==> config.mk <==
export PLATFORM = sky130hd
export DESIGN_NAME = prio_encoder_seq
export DESIGN_NICKNAME = d
export VERILOG_FILES = /design/src/rtl/prio_encoder_seq_pkg.sv /design/src/rtl/prio_encoder_seq_find_hi.sv /design/src/rtl/prio_encoder_seq.sv
export SDC_FILE = /design/constraint.sdc
export NUM_CORES = 1
export LEC_CHECK = 0
export BUFFER_PORTS_ARGS = -buffer_cell sky130_fd_sc_hd__buf_2
export CAP_MARGIN = 20
export CORE_MARGIN = 2
export CORE_UTILIZATION = 40
export CTS_CLUSTER_SIZE = 8
export DETAILED_ROUTE_END_ITERATION = 16
export GPL_TIMING_DRIVEN = 0
export MAX_ROUTING_LAYER = met4
export PLACE_DENSITY = 0.66
export RECOVER_POWER = 50
export SKIP_CTS_REPAIR_TIMING = 1
export SYNTH_ARGS = -nofsm -noshare
export SYNTH_HDL_FRONTEND = slang
export SYNTH_SLANG_ARGS = --single-unit
==> constraint.sdc <==
create_clock -name clk -period 4.23 [get_ports clk]
set_input_delay 0.846 -clock clk [delete_from_list [all_inputs] [get_ports clk]]
set_output_delay 0.846 -clock clk [all_outputs]
set_load 0.01 [all_outputs]
==> src/rtl/prio_encoder_seq_pkg.sv <==
// Shared constants and state encoding for the sequential priority encoder.
package prio_encoder_seq_pkg;

    localparam int N_REQ  = 8;
    localparam int W_CODE = 3;

    typedef enum logic {
        IDLE,
        EMIT
    } state_t;

endpackage

==> src/rtl/prio_encoder_seq_find_hi.sv <==
// Combinational search for the highest set bit of a vector; idx is 0 when
// the vector is empty, so callers qualify it with any.
module prio_find_hi
    import prio_encoder_seq_pkg::*;
#(
    parameter int N = N_REQ,
    parameter int W = W_CODE
) (
    input  logic [N-1:0] vec,
    output logic [W-1:0] idx,
    output logic         any
);

    // Ascending scan so the last hit, i.e. the highest index, wins.
    always_comb begin
        idx = '0;
        for (int i = 0; i < N; i++) begin
            if (vec[i]) begin
                idx = W'(i);
            end
        end
    end

    assign any = |vec;

endmodule

==> src/rtl/prio_encoder_seq.sv <==
// Latches a request vector and streams the index of every set bit,
// highest first, one code per valid/ready transfer.
module prio_encoder_seq
    import prio_encoder_seq_pkg::*;
#(
    parameter int N = N_REQ,
    parameter int W = W_CODE
) (
    input  logic         clk,
    input  logic         rst_n,
    input  logic         en,
    input  logic         load,
    input  logic [N-1:0] d,
    input  logic         ready,
    output logic [W-1:0] y,
    output logic         valid,
    output logic         busy,
    output logic         done,
    output logic         none
);

    state_t       state;
    logic [N-1:0] pending;
    logic [W-1:0] hi_idx;
    logic         hi_any;
    logic [N-1:0] hi_mask;
    logic [N-1:0] remaining;

    prio_find_hi #(
        .N(N),
        .W(W)
    ) u_find_hi (
        .vec(pending),
        .idx(hi_idx),
        .any(hi_any)
    );

    // pending is cleared in IDLE, so y naturally reads 0 there.
    assign hi_mask   = N'(1) << hi_idx;
    assign remaining = pending & ~hi_mask;
    assign y         = hi_idx;
    assign busy      = (state == EMIT);
    assign valid     = (state == EMIT) && en && hi_any;

    always_ff @(posedge clk) begin
        if (!rst_n) begin
            state   <= IDLE;
            pending <= '0;
            done    <= 1'b0;
            none    <= 1'b0;
        end else begin
            done <= 1'b0;
            none <= 1'b0;
            if (en) begin
                case (state)
                    IDLE: begin
                        if (load) begin
                            if (d != '0) begin
                                pending <= d;
                                state   <= EMIT;
                            end else begin
                                done <= 1'b1;
                                none <= 1'b1;
                            end
                        end
                    end
                    EMIT: begin
                        if (ready) begin
                            pending <= remaining;
                            if (remaining == '0) begin
                                state <= IDLE;
                                done  <= 1'b1;
                            end
                        end
                    end
                endcase
            end
        end
    end

endmodule
==> impl_metrics.ini, run 1 <==
[worst_hold_path]
min_path_type = flop to flop
min_to = pending[0]$_SDFFE_PN0P_
hold_start = pending[0]$_SDFFE_PN0P_
hold_depth = 2

[critical_path]
cp_max_fo = 8
rr_worst_depth = 5
r2r_start = busy$_SDFFE_PN0P_
critPathArrivalTime_ps = 2740
r2r_end = pending[1]$_SDFFE_PN0P_
path_class = primary input to flop
startpoint = en
cp-end-kind = flop
start_kind = primary input
cp.required_ps = 4400
worst-r2r-setup-slack_ps = 2040

[synthesis]
syn-num-nets = 94
synth_top_area_share_pct = 31.37
ys_types = 36
synth_top_family_by_area = compound AO/OA/AOI/OAI gates
yosys.area_share.adder_pct = 0
synth.top_cells.by_area = dfxtp_1, nor4_4, a32o_1, nand2_1, o21ai_0
synth-seq-cells = 11
synth_area_per_cell_um2 = 8.666
synthXorXnorAreaFrac_pct = 0
synth-seq-area-share_pct = 31.37
synth_warnings = 0
synth_simple_gate_area_share_pct = 29.06
synth_top_cell_by_area = dfxtp_1
synth_compound_area_share_pct = 34.40
synth_mux_area_share_pct = 0
synthesis.area_um2 = 701.9
synthCells = 81

[floorplanning]
dieArea_mm2 = 0.002106
io_pins = 20
initial_core_util_pct = 41.56
die_width_um = 45.89
rows = 15
core-area_mm2 = 0.001689
die_y_um = 45.89

[placed_design]
gp_congestion = 0.8295
port_buffers = 19
detailed_place_hpwl_um = 1269
place_inst = 117

[drt]
highest_layer = met4
wl_per_cell_um = 14.48
route.detailed.drc = 0
m1WireLength_um = 902
dr_total_vias = 688
vias_per_cell = 5.686
wl_met3_um = 52
drtIter0Drc = 8
first_pass_iters = 4
ant_nets = 0
wl_um = 1752
wl_met2_um = 760

[finish]
fillers = 182
finalNonFillerCells = 121
nets = 118
diodes = 0
multiInputGateArea_um2 = 434.2
final_common_cell = buf_2
layout-drive-gt1-share_pct = 25.00
final_cell_mix = buf_2, dfxtp_1, clkbuf_1
ff_latch_area_um2 = 220.2
syn_to_final_growth_pct = 17.83

[power]
p_per_area_mw_per_mm2 = 304.6
p_sw_mw = 0.08010
p_total_mw = 0.2519
switching_share_pct = 31.79
ir_worst_vdd_v = 0.0001164
p_leak_nw = 0.3406
clockPowerShare_pct = 29.5
pwr-share-seq_pct = 45.9
internal-power_mw = 0.1718
combPwrFrac_pct = 24.6

[timing]
min_period_ps = 2565
slew_headroom_pct = 36.23
max_freq_mhz = 389.8
worst_slew_pin_slew_ps = 948.1
whs_ps = 492.3
setup_viol = 0
final_max_slew_viol_count = 0
finalHoldViolCount = 0
period_share_pct = 60.65
fin_tns_setup_ps = 0
rsz0062_at_grt = no
finalClockSkew_ps = 2.652

[cts]
h-tree-depth = 1
clock_latency_ps = 280
numCtsBuffers = 3
path_clk_slew_ps = 70
clkSinkCount = 11
root_buffer = clkbuf_4
cts_tree = done
cts_buffer_depth = 2

[grt]
antenna_found_initial = 0
grt_max_degree = 11
track_usage_pct = 18.76
grt_pass1_vias = 602
grt_pass1_wl_um = 2718
gr-total-overflow = 0

[flow_run]
drv_cap = 0

[status]
status = finished, final reports clean
==> power by group through the flow <==
stage	registers [mW]	clock network, mW	logic (mW)
2_1_floorplan	0.117	0	0.0410
3_3_place_gp	0.118	0	0.0628
3_5_place_dp	0.118	0	0.0633
4_1_cts	0.115	0.0763	0.0639
5_1_grt	0.117	0.0811	0.0679
6_report	0.116	0.0743	0.0619
==> flip-flops by register name, indices dropped and copies added (netlist names) <==
register  flops
busy          1
done          1
none          1
pending       8
==> worst max-delay path by stage <==
stage / slack, ps / end / depth (start not counted)
3_3_place_gp: 2080 / valid / 4
2_1_floorplan: 2260 / valid / 3
3_5_place_dp: 2080 / valid / 4
5_1_grt: 1550 / pending[1]$_SDFFE_PN0P_ / 6
6_report: 1660 / pending[1]$_SDFFE_PN0P_ / 6
4_1_cts: 1770 / valid / 4
==> synth_stat cells <==
master and n:
a311oi_1 1, a32o_1 3, dfxtp_1 11, o2bb2ai_1 1, o21ai_0 5, a21boi_4 1, nor4_4 3, a21oi_1 4
o31ai_1 1, or2_1 1, o311ai_0 1, and2_1 2, nand3_1 2, and3b_1 2, nand2b_1 1, a211oi_2 1
a2bb2oi_1 1, a31o_1 1, o311ai_1 1, and3_1 3, o21ai_1 4, clkbuf_1 3, nor2_1 5, inv_2 1
nand3b_1 1, buf_2 2, a211oi_1 1, o211a_1 1, inv_1 3, nor3_1 2, or2_2 1, a32oi_1 1
a21o_1 1, nand2_1 7, o31ai_2 1, o31a_1 1
==> cell families after synthesis <==
logic type | Yosys count
compound gates | 31
simple gates | 30
buf+inv | 9
flops | 11
==> routing by layer <==
metal / global-route usage [%] / vias to the layer above
met5: - / -
met4: 10.29 / 0
met3: 2.381 / 5
met2: 26.94 / 13
met1: 25.12 / 314
li1: - / 356
==> cell type report <==
cell class | instances | area share [%]
Sequential cell | 11 | 26.63
Timing Repair Buffer | 19 | 10.89
Buffer | 5 | 2.421
Inverter | 4 | 1.815
Tap cell | 17 | 2.572
Clock buffer | 4 | 3.177
Multi-Input combinational cell | 61 | 52.50
==> worst max-delay path, stage by stage <==
cell and delay, ps:
clkbuf_1 150, and3b_1 170, clkbuf_1 290, a21boi_0 810, o21ai_0 220, a31o_1 260
==> through the flow <==
stage | worst slack (ps) | instance area, µm² | utilization (%)
after global routing | 1547 | 827.0 | 48.96
final | 1665 | 827.0 | 48.96
after floorplan | 2264 | 701.9 | -
after detailed placement | 2082 | 818.3 | 48.44
after global placement | 2078 | 818.3 | 48.44
after CTS | 1771 | 844.6 | 50.00
No activity file was read; power rests on OpenSTA's default activity.
==> inputs of run 2 (changes only) <==
clock period = 2.6 ns   (was 4.23 ns; I/O delays follow)
==> run 2 against run 1 <==
First-iteration DRC count rose by 25%. Hold slack improved by 0.88 ps. Setup slack got worse by 1200 ps. Wire length rose by 0.97%. Critical endpoint is now valid. Highest routed layer unchanged.
==> impl_metrics.ini, run 2 (same netlist as run 1, synthesis figures left out) <==
[power]
p_leak_nw = 0.3470
ir_worst_vdd_v = 0.0002012
p_total_mw = 0.4178
p_per_area_mw_per_mm2 = 497.6

[timing]
final_max_slew_viol_count = 0
rsz0062_at_grt = no
setup_viol = 0
slew_headroom_pct = 69.11
worst_slew_pin_slew_ps = 463.4
finalClockSkew_ps = 1.661
period_share_pct = 83.22
max_freq_mhz = 462.2
min_period_ps = 2164
finalHoldViolCount = 0
fin_tns_setup_ps = 0

[grt]
grt_pass1_vias = 602
grt_pass1_wl_um = 2718
track_usage_pct = 18.76
gr-total-overflow = 0
grt_max_degree = 11
antenna_found_initial = 0

[drt]
highest_layer = met4
ant_nets = 0
route.detailed.drc = 0
first_pass_iters = 4
wl_um = 1769
wl_met2_um = 766
wl_met3_um = 79
m1WireLength_um = 886
wl_per_cell_um = 14.62
drtIter0Drc = 10
vias_per_cell = 5.868
dr_total_vias = 710

[cts]
h-tree-depth = 1
root_buffer = clkbuf_4
clkSinkCount = 11
cts_buffer_depth = 2
numCtsBuffers = 3
path_clk_slew_ps = 80
cts_tree = done
clock_latency_ps = 280

[finish]
top_register = pending
finalInstanceArea_um2 = 839.6
finalNonFillerCells = 121
diodes = 0
syn_to_final_growth_pct = 19.61
final_common_cell = buf_2
final_cell_mix = buf_2, dfxtp_1, clkbuf_1
nets = 118
layout-drive-gt1-share_pct = 26.92
largest_register_ffs = 8
fillers = 179

[floorplanning]
initial_core_util_pct = 41.56
rows = 15
core-area_mm2 = 0.001689
dieArea_mm2 = 0.002106
die_y_um = 45.89
io_pins = 20
die_width_um = 45.89

[placed_design]
detailed_place_hpwl_um = 1269
gp_congestion = 0.8295
place_inst = 117
port_buffers = 19
dpl_cell_area_um2 = 818.3

[critical_path]
path_class = flop to output pin
cp.required_ps = 2080
start_kind = flop
cp-end-kind = output pin
critPathArrivalTime_ps = 1640
cp_max_fo = 7

[worst_hold_path]
min_path_type = flop to flop

[status]
status = finished, final reports clean

[flow_run]
drv_cap = 0
## run 2: cell types whose count changed in the layout (fill, tap and decap cells not counted)
cell / change
clkbuf_1: -1
a21boi_4: +1
a21boi_0: -1
buf_2: +1
## run 2: final timing paths
kind | end | startpoint | cells after the start | slack (ps)
hold reg to reg | pending[0]$_SDFFE_PN0P_ | pending[0]$_SDFFE_PN0P_ | 2 | 490
setup / recovery | valid | pending[5]$_SDFFE_PN0P_ | 4 | 440
hold / removal | pending[0]$_SDFFE_PN0P_ | pending[0]$_SDFFE_PN0P_ | 2 | 490
setup reg to reg | pending[1]$_SDFFE_PN0P_ | busy$_SDFFE_PN0P_ | 5 | 930
## run 2: cell type report
cell class / instances / area [µm²] / share of cell area, %
multi-input combinational: 61 / 445.4 / 53.06
inverter: 4 / 15.01 / 1.788
sequential: 11 / 220.2 / 26.23
timing repair buffer: 19 / 91.34 / 10.88
tap: 17 / 21.27 / 2.534
buffer: 5 / 20.02 / 2.385
clock buffer: 4 / 26.28 / 3.130
## run 2: metrics by stage
| stage | setup WS [ps] | hold slack [ps] | utilization, % |
|---|---|---|---|
| floorplan | 959.5 | 463.4 | - |
| global placement | 774.3 | 482.0 | 48.44 |
| detailed placement | 777.5 | 491.4 | 48.44 |
| global route | 374.1 | 499.1 | 49.70 |
| CTS | 467.2 | 501.1 | 50.00 |
| finish | 436.4 | 493.2 | 49.70 |
## run 2: layer usage
metal  vias to the layer above  global-route usage, %
met5                         -                      -
met4                         0                  10.29
met3                         5                  2.381
met2                        23                  26.94
met1                       327                  25.12
li1                        355                      -
## run 2: power breakdown
part | switching, mW | internal [mW] | leakage, nW
registers | 0.0118 | 0.176 | 0.0897
logic | 0.0579 | 0.0450 | 0.242
clock network | 0.0670 | 0.0596 | 0.0150
## run 2: critical path: stages (launching register included)
cell and delay [ps]:
dfxtp_1 400, nor4_4 410, nand3b_1 190, o211a_1 240
buf_2 130
